<file path="src/rtl/scratchpad_stream_reader_pkg.sv">
// Shared scratchpad package: default word/address widths
// and the stream reader FSM state encoding.
package scratchpad_stream_reader_pkg;

  localparam int SP_DATA_WIDTH = 32;
  localparam int SP_ADDR_WIDTH = 10;

  typedef enum logic [1:0] {
    IDLE  = 2'd0,
    READ  = 2'd1,
    DRAIN = 2'd2
  } rd_state_e;

endpackage

</file>
<file path="src/rtl/scratchpad_stream_reader_if.sv">
// Output word stream: m_valid/m_data/m_last from master,
// m_ready from slave.
interface scratchpad_stream_reader_if
  import scratchpad_stream_reader_pkg::*;
#(
  parameter int DATA_WIDTH = SP_DATA_WIDTH
) ();

  logic                  m_valid;
  logic                  m_ready;
  logic [DATA_WIDTH-1:0] m_data;
  logic                  m_last;

  modport master (
    output m_valid,
    output m_data,
    output m_last,
    input  m_ready
  );

  modport slave (
    input  m_valid,
    input  m_data,
    input  m_last,
    output m_ready
  );

endinterface

</file>
<file path="src/rtl/scratchpad_stream_reader_fifo.sv">
// sync_fifo: single-clock FIFO; ports push/wdata, pop/rdata,
// empty and occupancy count. rdata reads 0 while empty.
module sync_fifo #(
  parameter int WIDTH = 33,
  parameter int DEPTH = 4
) (
  input  logic                       clk,
  input  logic                       rst_n,
  input  logic                       push,
  input  logic [WIDTH-1:0]           wdata,
  input  logic                       pop,
  output logic [WIDTH-1:0]           rdata,
  output logic                       empty,
  output logic [$clog2(DEPTH):0]     count
);

  localparam int PW = $clog2(DEPTH);
  localparam int CW = PW + 1;
  localparam logic [CW-1:0] FULL_C = CW'(DEPTH);

  logic [WIDTH-1:0] mem [DEPTH];
  logic [PW-1:0]    wp;
  logic [PW-1:0]    rp;
  logic             do_push;
  logic             do_pop;

  assign empty   = (count == '0);
  assign do_push = push && (count != FULL_C);
  assign do_pop  = pop && !empty;
  assign rdata   = empty ? '0 : mem[rp];

  always_ff @(posedge clk) begin
    if (do_push) mem[wp] <= wdata;
  end

  always_ff @(posedge clk or negedge rst_n) begin
    if (!rst_n) begin
      wp    <= '0;
      rp    <= '0;
      count <= '0;
    end else begin
      if (do_push) wp <= wp + PW'(1);
      if (do_pop)  rp <= rp + PW'(1);
      unique case ({do_push, do_pop})
        2'b10:   count <= count + CW'(1);
        2'b01:   count <= count - CW'(1);
        default: count <= count;
      endcase
    end
  end

endmodule

</file>
<file path="src/rtl/scratchpad_stream_reader.sv">
// Streams length words from the scratchpad starting at base_addr;
// ports: start/base_addr/length cmd, busy/done, re_b/addr_b/rdata_b, m stream.
module scratchpad_stream_reader
  import scratchpad_stream_reader_pkg::*;
#(
  parameter int DATA_WIDTH = SP_DATA_WIDTH,
  parameter int ADDR_WIDTH = SP_ADDR_WIDTH,
  parameter int FIFO_DEPTH = 4
) (
  input  logic                  clk,
  input  logic                  rst_n,
  input  logic                  start,
  input  logic [ADDR_WIDTH-1:0] base_addr,
  input  logic [ADDR_WIDTH:0]   length,
  output logic                  busy,
  output logic                  done,
  output logic                  re_b,
  output logic [ADDR_WIDTH-1:0] addr_b,
  input  logic [DATA_WIDTH-1:0] rdata_b,
  scratchpad_stream_reader_if.master m
);

  localparam int CW = $clog2(FIFO_DEPTH) + 1;
  localparam logic [CW:0] DEPTH_C = (CW + 1)'(FIFO_DEPTH);
  localparam logic [ADDR_WIDTH:0] ONE_C = (ADDR_WIDTH + 1)'(1);

  rd_state_e state_q;
  rd_state_e state_d;

  logic [ADDR_WIDTH-1:0] addr_q;
  logic [ADDR_WIDTH:0]   left_q;
  logic                  inflight_q;
  logic                  infl_last_q;
  logic                  done_q;

  logic [CW-1:0]         count;
  logic [CW:0]           occ;
  logic                  fifo_empty;
  logic [DATA_WIDTH:0]   fifo_rdata;
  logic                  pop;
  logic                  last_pop;
  logic                  issue;
  logic                  final_rd;
  logic                  accept;
  logic                  zero_cmd;

  sync_fifo #(
    .WIDTH (DATA_WIDTH + 1),
    .DEPTH (FIFO_DEPTH)
  ) u_fifo (
    .clk   (clk),
    .rst_n (rst_n),
    .push  (inflight_q),
    .wdata ({infl_last_q, rdata_b}),
    .pop   (pop),
    .rdata (fifo_rdata),
    .empty (fifo_empty),
    .count (count)
  );

  assign m.m_valid = !fifo_empty;
  assign m.m_data  = fifo_rdata[DATA_WIDTH-1:0];
  assign m.m_last  = fifo_rdata[DATA_WIDTH];

  assign pop      = m.m_valid && m.m_ready;
  assign last_pop = pop && m.m_last;
  assign final_rd = (left_q == ONE_C);

  assign busy   = (state_q != IDLE);
  assign done   = done_q;
  assign re_b   = issue;
  assign addr_b = addr_q;

  // Credit: words buffered plus the read whose data lands next cycle.
  assign occ = {1'b0, count} + {{CW{1'b0}}, inflight_q};

  always_ff @(posedge clk or negedge rst_n) begin
    if (!rst_n) state_q <= IDLE;
    else        state_q <= state_d;
  end

  always_comb begin
    state_d  = state_q;
    issue    = 1'b0;
    accept   = 1'b0;
    zero_cmd = 1'b0;
    unique case (state_q)
      IDLE: begin
        if (start) begin
          if (length != '0) begin
            accept  = 1'b1;
            state_d = READ;
          end else begin
            zero_cmd = 1'b1;
          end
        end
      end
      READ: begin
        issue = (occ < DEPTH_C);
        if (issue && final_rd) state_d = DRAIN;
      end
      DRAIN: begin
        if (last_pop) state_d = IDLE;
      end
      default: state_d = IDLE;
    endcase
  end

  always_ff @(posedge clk or negedge rst_n) begin
    if (!rst_n) begin
      addr_q      <= '0;
      left_q      <= '0;
      inflight_q  <= 1'b0;
      infl_last_q <= 1'b0;
      done_q      <= 1'b0;
    end else begin
      done_q      <= zero_cmd || last_pop;
      inflight_q  <= issue;
      infl_last_q <= issue && final_rd;
      if (accept) begin
        addr_q <= base_addr;
        left_q <= length;
      end else if (issue) begin
        addr_q <= addr_q + ADDR_WIDTH'(1);
        left_q <= left_q - ONE_C;
      end
    end
  end

endmodule
</file>
<file path="src/flat_wrapper.sv">
// flat-port wrapper written by rule: the top's interface ports become plain ports
module scratchpad_stream_reader_flat import scratchpad_stream_reader_pkg::*;
#(
  parameter int DATA_WIDTH = SP_DATA_WIDTH,
  parameter int ADDR_WIDTH = SP_ADDR_WIDTH,
  parameter int FIFO_DEPTH = 4
)
  (clk, rst_n, start, base_addr, length, busy, done, re_b, addr_b, rdata_b, m_m_valid, m_m_data, m_m_last, m_m_ready);
  scratchpad_stream_reader_if #(.DATA_WIDTH(DATA_WIDTH)) m_i ();
  input  logic clk;
  input  logic rst_n;
  input  logic start;
  input  logic [ADDR_WIDTH-1:0] base_addr;
  input  logic [ADDR_WIDTH:0] length;
  output logic busy;
  output logic done;
  output logic re_b;
  output logic [ADDR_WIDTH-1:0] addr_b;
  input  logic [DATA_WIDTH-1:0] rdata_b;
  output wire logic [$bits(m_i.m_valid)-1:0] m_m_valid;
  output wire logic [$bits(m_i.m_data)-1:0] m_m_data;
  output wire logic [$bits(m_i.m_last)-1:0] m_m_last;
  input wire logic [$bits(m_i.m_ready)-1:0] m_m_ready;
  assign m_m_valid = m_i.m_valid;
  assign m_m_data = m_i.m_data;
  assign m_m_last = m_i.m_last;
  assign m_i.m_ready = m_m_ready;
  scratchpad_stream_reader #(.DATA_WIDTH(DATA_WIDTH), .ADDR_WIDTH(ADDR_WIDTH), .FIFO_DEPTH(FIFO_DEPTH)) u_core (.clk(clk), .rst_n(rst_n), .start(start), .base_addr(base_addr), .length(length), .busy(busy), .done(done), .re_b(re_b), .addr_b(addr_b), .rdata_b(rdata_b), .m(m_i));
endmodule
</file>
<file path="config.mk">
export PLATFORM = sky130hd
export DESIGN_NAME = scratchpad_stream_reader_flat
export DESIGN_NICKNAME = d
export VERILOG_FILES = /design/src/rtl/scratchpad_stream_reader_pkg.sv /design/src/rtl/scratchpad_stream_reader_if.sv /design/src/rtl/scratchpad_stream_reader_fifo.sv /design/src/rtl/scratchpad_stream_reader.sv /design/src/flat_wrapper.sv
export SDC_FILE = /design/constraint.sdc
export NUM_CORES = 1
export LEC_CHECK = 0
export ABC_AREA = 0
export CELL_PAD_IN_SITES_DETAIL_PLACEMENT = 0
export CELL_PAD_IN_SITES_GLOBAL_PLACEMENT = 2
export CORE_UTILIZATION = 42
export DETAILED_ROUTE_END_ITERATION = 8
export GPL_ROUTABILITY_DRIVEN = 0
export GPL_TIMING_DRIVEN = 0
export PLACE_DENSITY = 0.92
export SLEW_MARGIN = 20
export SYNTH_ARGS = -nofsm -noshare
export SYNTH_HDL_FRONTEND = slang
export SYNTH_SLANG_ARGS = --single-unit
</file>
<file path="constraint.sdc">
create_clock -name clk -period 4.2 [get_ports clk]
set_input_delay 0.84 -clock clk [delete_from_list [all_inputs] [get_ports clk]]
set_output_delay 0.84 -clock clk [all_outputs]
set_load 0.05 [all_outputs]
</file>
==> impl_metrics.csv <==
group,metric,value,unit
drt,drt_iter0_markers,237,
worst_setup_path,worstPathArrival,2990,ps
finish,layout-drive-gt1-share,17.1,%
sta,fmax,261,MHz
hold_path,hold_path.class,"in2async",
clocking,postCtsSetupBuffers,0,
sta,slew_violations,0,
status,outcome,"finished, final reports clean",
sta,fin_crit_sh,91.1,%
sta,setup_viol,0,
sta,hold_violations,0,
clocking,cts_root_buf,"clkbuf_16",
global_routing,grt_pass1_vias,4128,
die,row_count,46,
yosys,synth_cell_types,50,
sta,tns,0,ps
drt,drt_wl_total,13300,µm
drt,num_vias,3935,
drt,vias_per_cell,5.21,
finish,final_nets,594,
global_routing,grt_max_degree,25,
worst_setup_path,startpoint,"u_core.u_fifo.rp[0]$_DFFE_PN0P_",
finish,num_antenna_cells,0,
sta,rsz0062_at_grt,"false",
drt,drc,0,
sta,worst-slew-pin-transition,1060,ps
clocking,cts_tree,"built",
clocking,clock_latency,420,ps
clocking,clkSinkCount,165,
die,io_pins,104,
finish,syn_to_final_growth,29.5,%
clocking,cts_hold_buf,0,
die,die_y,130,µm
yosys,yosys_warnings,0,
clocking,cts_buffers,17,
worst_setup_path,timing.rr.start,"u_core.u_fifo.count[2]$_DFFE_PN0P_",
yosys,ys_ff_latch,165,
yosys,synth.area.mux_share,11.4,%
worst_setup_path,r2r_setup_slack,1730,ps
yosys,synthesis.nets,467,
worst_setup_path,crit_path_end_kind,"output pin",
global_routing,track_usage,17.1,%
yosys,avgSynthCellArea,17.2,µm²
placed_design,place_hpwl,9090,µm
yosys,ys_seq_area_share,69.6,%
clocking,clock_path_buffers,2,
worst_setup_path,r2r-end,"u_core.u_fifo.count[2]$_DFFE_PN0P_",
yosys,synth_area_leaders,"edfxtp_1, dfrtp_1, mux4_2",
yosys,synth_xor_area_share,1.27,%
worst_setup_path,cp_data_required_time,3360,ps
yosys,synth-compound-area-share,4.98,%
sta,relSlewSlack,29.0,%
worst_setup_path,r2r_cells,10,
die,start_util,43.2,%
drt,ant_nets,0,
yosys,synthSimpleGateAreaFrac,8.95,%
worst_setup_path,path_max_fanout,10,
placed_design,port_buffers,103,
yosys,netlist_instances,401,
pwr,p_leak,0.00310,µW
clocking,cts_htree_levels,4,
yosys,synthesis.area,6880,µm²
flow_run,cap_violations,0,
yosys,synth_top_family_by_area,"multiplexers",
global_routing,grt_first_pass_wirelength,21300,µm
worst_setup_path,endpoint,"m_m_data[18]",
sta,fin_skew,9.66,ps
pwr,p_per_area,861,nW/µm²
worst_setup_path,crit_type,"reg2out",
worst_setup_path,startpoint_type,"flop",
yosys,synth_fa_ha_area_share,1.75,%
clocking,clkTransAtPathRegs,60,ps
global_routing,grt_antenna_before_repair,0,
sta,fin_crit,3830,ps
die,die_w,130,µm
yosys,synth_top_area_cell,"edfxtp_1",
drt,post_drt_wl_per_cell,17.6,µm
yosys,synth_edf_count,132,
yosys,synth_top_cell_area_share,57.6,%
finish,postLayoutCoreUtil,55.9,%
yosys,async_reset_ff_share,20.0,%
pwr,ir_worst_vdd,0.435,mV
global_routing,grt_remaining_overflow,0,
yosys,synthFlopType,"edfxtp_1",
die,core_area,15900,µm²
drt,dr.pass1.iters,4,
die,die_area,16900,µm²
clocking,cts-resized-gates,0,
[final cells by class]
class	count	area [µm²]
multi-input cells	204	1950
clock inverters	12	178
well taps	216	270
clock buffers	18	429
repair buffers	108	1150
flip-flops and latches	165	4790
inverters	14	52.6
fillers	1250	7030
plain buffers	18	90.1
[registers in the layout, summed over array words and instances, names as in the netlist, 2 cells and up]
signal               cells
u_core.u_fifo.mem      132
u_core.u_fifo.rp         2
u_core.addr_b           10
u_core.state_q           2
u_core.u_fifo.wp         2
u_core.left_q           11
u_core.u_fifo.count      3
[through the flow]
step / power (µW) / hold WS [ps] / area [µm²] / worst slack, ps / std cells
after floorplan: 4970 / 455 / 6880 / 1510 / 401
after global placement: 6040 / 461 / 8180 / 699 / 720
after detailed placement: 6160 / 481 / 8310 / 693 / 725
after CTS: 7760 / 363 / 8910 / 247 / 755
after global routing: 8070 / 380 / 8910 / 117 / 755
final: 7680 / 359 / 8910 / 373 / 755
[logic make-up after synthesis]
logic type	Yosys count
DFF	165
and+or+nand+nor	106
AOI/OAI and AO/OA	42
muxes	37
buffers and inverters	32
xor gates and xnor gates	10
adders and majority gates	9
[worst min-delay path by stage]
stage | cells past startpoint | startpoint | endpoint | slack [ps]
global route | 1 | rst_n | u_core.left_q[9]$_DFFE_PN0P_ | 380
floorplan | 0 | u_core.infl_last_q$_DFF_PN0_ | u_core.u_fifo.mem[0][32]$_DFFE_PP_ | 450
global placement | 0 | u_core.infl_last_q$_DFF_PN0_ | u_core.u_fifo.mem[2][32]$_DFFE_PP_ | 460
CTS | 1 | rst_n | u_core.left_q[9]$_DFFE_PN0P_ | 360
finish | 1 | rst_n | u_core.left_q[9]$_DFFE_PN0P_ | 360
detailed placement | 0 | u_core.infl_last_q$_DFF_PN0_ | u_core.u_fifo.mem[0][32]$_DFFE_PP_ | 480
[synth_stat cells (5+ instances only)]
cell type	instances
xor2_1	6
edfxtp_1	132
nor2_1	10
nor3_1	6
dfrtp_1	33
clkbuf_1	13
nor4_1	6
o21ai_0	8
a221o_2	5
inv_1	14
nand4_1	5
a221o_1	5
and2_1	38
nand2_1	13
ha_1	8
mux4_2	33
[worst max-delay path, cell delays in order (launching register included)]
cell	delay, ps
dfrtp_1	320
clkbuf_1	400
buf_2	440
mux4_2	540
and2_1	180
clkdlybuf4s50_1	700
[routing by layer]
layer / GRT usage [%] / part of all wire [%] / up-vias
met4: 6.43 / 1.2 / 0
met2: 28.0 / 49 / 100
met1: 22.7 / 46 / 1988
met3: 3.61 / 4.4 / 14
li1: - / - / 1833
met5: 0 / 0 / -
[cells in the final DEF, fill, tap and decap left out, types with 4 or more instances in the layout]
master,n
edfxtp_1,132
clkdlybuf4s50_1,102
and2_1,34
mux4_2,33
dfrtp_1,33
clkbuf_16,17
inv_1,14
clkbuf_1,14
nand2_1,13
nor2_1,10
o21ai_0,8
ha_1,8
nor3_1,6
nor4_1,6
xor2_1,6
a221o_1,5
nand4_1,5
a221o_2,5
or3_1,4
buf_2,4
and2_2,4
mux2i_1,4
nand3_1,4
xnor2_1,4
bufinv_16,4
[power by group]
part	internal [µW]	total (µW)	switching [µW]
Sequential	2260	2470	216
Clock	988	1590	601
Combinational	1420	3620	2200
(Power assumes the default switching activity.)
==> variant 1: new RTL, same settings <==
Re-encode `rd_state_e` (3 states) as one-hot, 3 bits wide.
--- a/src/rtl/scratchpad_stream_reader_pkg.sv
+++ b/src/rtl/scratchpad_stream_reader_pkg.sv
@@ -7,6 +7,6 @@
 
-  typedef enum logic [1:0] {
-    IDLE  = 2'd0,
-    READ  = 2'd1,
-    DRAIN = 2'd2
+  typedef enum logic [2:0] {
+    IDLE  = 3'b001,
+    READ  = 3'b010,
+    DRAIN = 3'b100
   } rd_state_e;
Formal check against the unedited RTL: same outputs for any inputs over 10 cycles, from zero or initial values and one cycle with rst_n low; not proved beyond that.
==> variant 1 against the unedited design <==
Hold slack worse by 0.12 ns. Sequential power shrank 12%. Power shrank 14%. Critical path depth unchanged. Utilization down 0.19 points. Setup slack better by 0.091 ns. Sequential cell count rose by 1. Wire length rose by 1.8%. Global-route usage increased by 0.12 points. First-iteration DRC count is 26% lower. Area after synthesis increased by 0.42%. Highest routed layer unchanged. Final area barely moved. Count of clock-buffer cells in the layout decreased by 1.
==> variant 1: results (changes against the unedited design) <==
max incr delay on CP = 0.72 ns (+0.02 ns)
grt met2 use = 0.2891 (+0.009464)
top cells by count, synth = 132 x edfxtp_1, 39 x and2_1, 33 x dfrtp_1, 33 x mux4_2, 17 x nand2_1
first-pass GRT wire length = 21.26 mm (-0.16%)
wire length on met2 = 6.931 mm (+6.7%)
overall power = 6.572 mW (-14%)
proportion of layout cells with a drive suffix above 1 = 0.1572 (-0.01347)
vias in the first global route = 4088 (-0.97%)
starting DRC count in detailed routing = 175 (-26%)
ys async rst share = 0.2048 (+0.004819)
DP Area = 8342 sq um (+0.44%)
cells after synthesis = 408 (+1.7%)
pre-CTS setup slack = 0.8618 ns (+0.1689 ns)
status = finished, final reports clean
met1 Track Usage GR = 0.2156 (-0.01183)
post-synth net total = 474 (+1.5%)
compound-gate portion of the synthesized area = 0.03893 (-0.01089)
wire per inst = 17.76 microns (+0.69%)
GRT Util Overall = 0.1726 (+0.001167)
Seq power = 2.18 mW (-12%)
DR vias/cell = 5.189 (-0.44%)
ranking of synthesized cells by area = edfxtp_1 57%, dfrtp_1 12%, mux4_2 11%
largest net degree at the start of global routing = 31 (+24%)
Via Count = 3959 (+0.61%)
worst vdd ir = 0.4365 mV (+0.41%)
Inserted Clock Buffers = 17 (unchanged)
Worst Path Arrival = 2.90 ns (-0.09 ns)
WL met1 = 5.636 mm (-7.3%)
Clk power = 1.50 mW (-6%)
post-synthesis sequential area ratio = 0.6969 (+0.0009039)
met3 WL = 842 microns (+44%)
Psw = 2.569 mW (-15%)
max FFs per register = 132 (unchanged)
H-tree levels = 4 (unchanged)
# placed instances = 732 (+0.97%)
hpwl dp = 9.285 mm (+2.1%)
Static Leak = 3.066 nW (-1.2%)
Layout Nets = 601 (+1.2%)
Slew HR = 0.5603 (+0.2703)
==> variant 1: area by class of cell <==
type	count	area, sq um
Clock inverter	14	147.6
Tap cell	216	270.3
Clock buffer	17	425.4
Timing Repair Buffer	108	1156
Fill cell	1291	7086
Sequential cell	166	4816
Inverter	12	45.04
Multi-Input combinational cell	212	1976
Buffer	18	78.83
==> variant 1: worst max-delay path by stage <==
stage | start | to | slack, ns | cells after the start
after floorplan | u_core.u_fifo.count[0] | m_m_data[23] | 1.56 | 4
after detailed placement | u_core.u_fifo.rp[1] | m_m_data[30] | 0.86 | 5
final | u_core.u_fifo.rp[1] | m_m_data[23] | 0.46 | 5
after global placement | u_core.u_fifo.rp[1] | m_m_data[20] | 0.90 | 5
after global routing | u_core.u_fifo.rp[1] | m_m_data[20] | 0.31 | 5
after CTS | u_core.u_fifo.rp[1] | m_m_data[30] | 0.41 | 5
==> variant 2: new RTL, same settings <==
Made on the original files. `FIFO_DEPTH` is set to 4 in 2 places; all go to 8.
--- a/src/rtl/scratchpad_stream_reader.sv
+++ b/src/rtl/scratchpad_stream_reader.sv
@@ -7,3 +7,3 @@
   parameter int ADDR_WIDTH = SP_ADDR_WIDTH,
-  parameter int FIFO_DEPTH = 4
+  parameter int FIFO_DEPTH = 8
 ) (
--- a/src/flat_wrapper.sv
+++ b/src/flat_wrapper.sv
@@ -5,3 +5,3 @@
   parameter int ADDR_WIDTH = SP_ADDR_WIDTH,
-  parameter int FIFO_DEPTH = 4
+  parameter int FIFO_DEPTH = 8
 )
Behaviour: not the same (Yosys sat finds a counterexample within 10 cycles, from zero or initial values and one cycle with rst_n low).
==> variant 2 against the unedited design <==
Maximum frequency shrank 6.1%. Cell count grew 59%. Power grew 62%. Synthesized cell count grew 61%. Setup slack lost 0.25 ns. Sequential cell count grew 135. Via count grew 66%. Final area grew 71%. Wire length grew 95%. Area after synthesis grew 78%. Clock power grew 93%. Non-clock buffer count grew 25. Critical path type unchanged.
==> variant 2: results (changes against the unedited design) <==
status = finished, final reports clean
GRT Util Overall = 0.1772 (+0.005740)
internal power = 7.800 mW (+67%)
max FFs per register = 264 (+100%)
Crit. Startpoint = u_core.u_fifo.rp[1]
vias in the first global route = 6892 (+67%)
Inserted Clock Buffers = 30 (+13)
clock buffer depth = 3 (+1)
post-synthesis sequential area ratio = 0.7227 (+0.02665)
largest net degree at the start of global routing = 24 (-4.0%)
First-pass DRT Iterations = 5 (+1)
Via Count = 6534 (+66%)
drt total wl = 26.02 mm (+95%)
starting DRC count in detailed routing = 463 (+95%)
EDFF count, synth = 264 (+100%)
R2R Setup Slk = 1.39 ns (-0.34 ns)
initial antenna violation count = 1 (+1)
worst vdd ir = 0.4420 mV (+1.7%)
Worst Max-Slew Pin Slew = 0.9485 ns (-0.1068 ns)
first-pass GRT wire length = 40.35 mm (+90%)
post-synth net total = 710 (+52%)
CP endpoint = m_m_data[1]
top cells by count, synth = 264 x edfxtp_1, 64 x mux4_2, 48 x nor2_1, 39 x mux2i_1, 36 x dfrtp_1
distinct cell type count after synthesis = 60 (+20%)
proportion of layout cells with a drive suffix above 1 = 0.2293 (+0.05858)
Static Leak = 5.219 nW (+68%)
H-tree levels = 1 (-3)
worst r2r src = u_core.u_fifo.count[0]
## variant 2: cell families (layout without fill, tap and decap cells)
| logic type | after synthesis | after routing | synth area share |
|---|---|---|---|
| adder cells (fa/ha/maj) | 8 | 8 | 0.008194 |
| buffers and inverters | 41 | 216 | 0.01762 |
| AND/OR/NAND/NOR | 128 | 128 | 0.05735 |
| multiplexers | 106 | 106 | 0.1530 |
| flip-flops | 300 | 300 | 0.7227 |
| XOR/XNOR | 12 | 12 | 0.008603 |
| AO/OA/AOI/OAI | 50 | 50 | 0.03257 |
## variant 2: layout make-up
cell class              count  area, sq um  share of cell area
plain buffers              32        183.9             0.01210
flip-flops and latches    300         8828              0.5806
multi-input cells         304         3228              0.2123
clock inverters            23        399.1             0.02625
inverters                   9        33.78            0.002222
repair buffers            119         1279             0.08410
clock buffers              33        772.0             0.05077
well taps                 384        480.5             0.03160
## variant 2: stage by stage
stage | cell area (sq um) | setup slack (ns) | TNS [ns] | hold WS (ns) | cells
after global placement | 13730 | -1.667 | -107.78 | 0.4895 | 1132
after CTS | 15200 | 0.01081 | 0 | 0.1816 | 1204
after global routing | 15200 | 0.004681 | 0 | 0.1959 | 1204
after detailed placement | 14030 | 0.6228 | 0 | 0.5010 | 1148
after floorplan | 12220 | 0.5963 | 0 | 0.4727 | 645
final | 15200 | 0.1253 | 0 | 0.1892 | 1204
## variant 2: layer usage
| metal | global-route usage | up-vias | share of wire |
|---|---|---|---|
| met3 | 0.02792 | 31 | 0.053 |
| met2 | 0.2949 | 187 | 0.49 |
| met5 | 0 | - | 0.00050 |
| met1 | 0.2431 | 3413 | 0.44 |
| li1 | - | 2901 | - |
| met4 | 0.04874 | 2 | 0.017 |
## variant 2: worst max-delay path: stages, from the launching register on
cell and delay, ns:
dfrtp_1 0.37, buf_2 0.20, buf_2 0.27, buf_2 0.35, mux4_2 0.34, mux2i_1 0.33, nor2_1 0.08, clkdlybuf4s50_1 0.73
## variant 2: worst min-delay path by stage
stage                                      to        startpoint  slack (ns)  cells past startpoint
final                     u_core.u_fifo.rp[0]             rst_n        0.19                      1
after global routing      u_core.u_fifo.rp[0]             rst_n        0.20                      1
after CTS                 u_core.u_fifo.rp[0]             rst_n        0.18                      1
after detailed placement     u_core.left_q[7]  u_core.left_q[7]        0.50                      1
after global placement       u_core.left_q[7]  u_core.left_q[7]        0.49                      1
after floorplan              u_core.left_q[7]  u_core.left_q[7]        0.47                      1
## variant 2: power by group through the flow
| stage | Sequential, mW | Clock, mW | Combinational [mW] |
|---|---|---|---|
| finish | 4.13 | 3.07 | 5.24 |
| global route | 4.18 | 3.23 | 5.56 |
| CTS | 4.13 | 3.11 | 5.32 |
| detailed placement | 4.18 | 0 | 5.28 |
| global placement | 4.19 | 0 | 5.09 |
| floorplan | 4.29 | 0 | 3.45 |
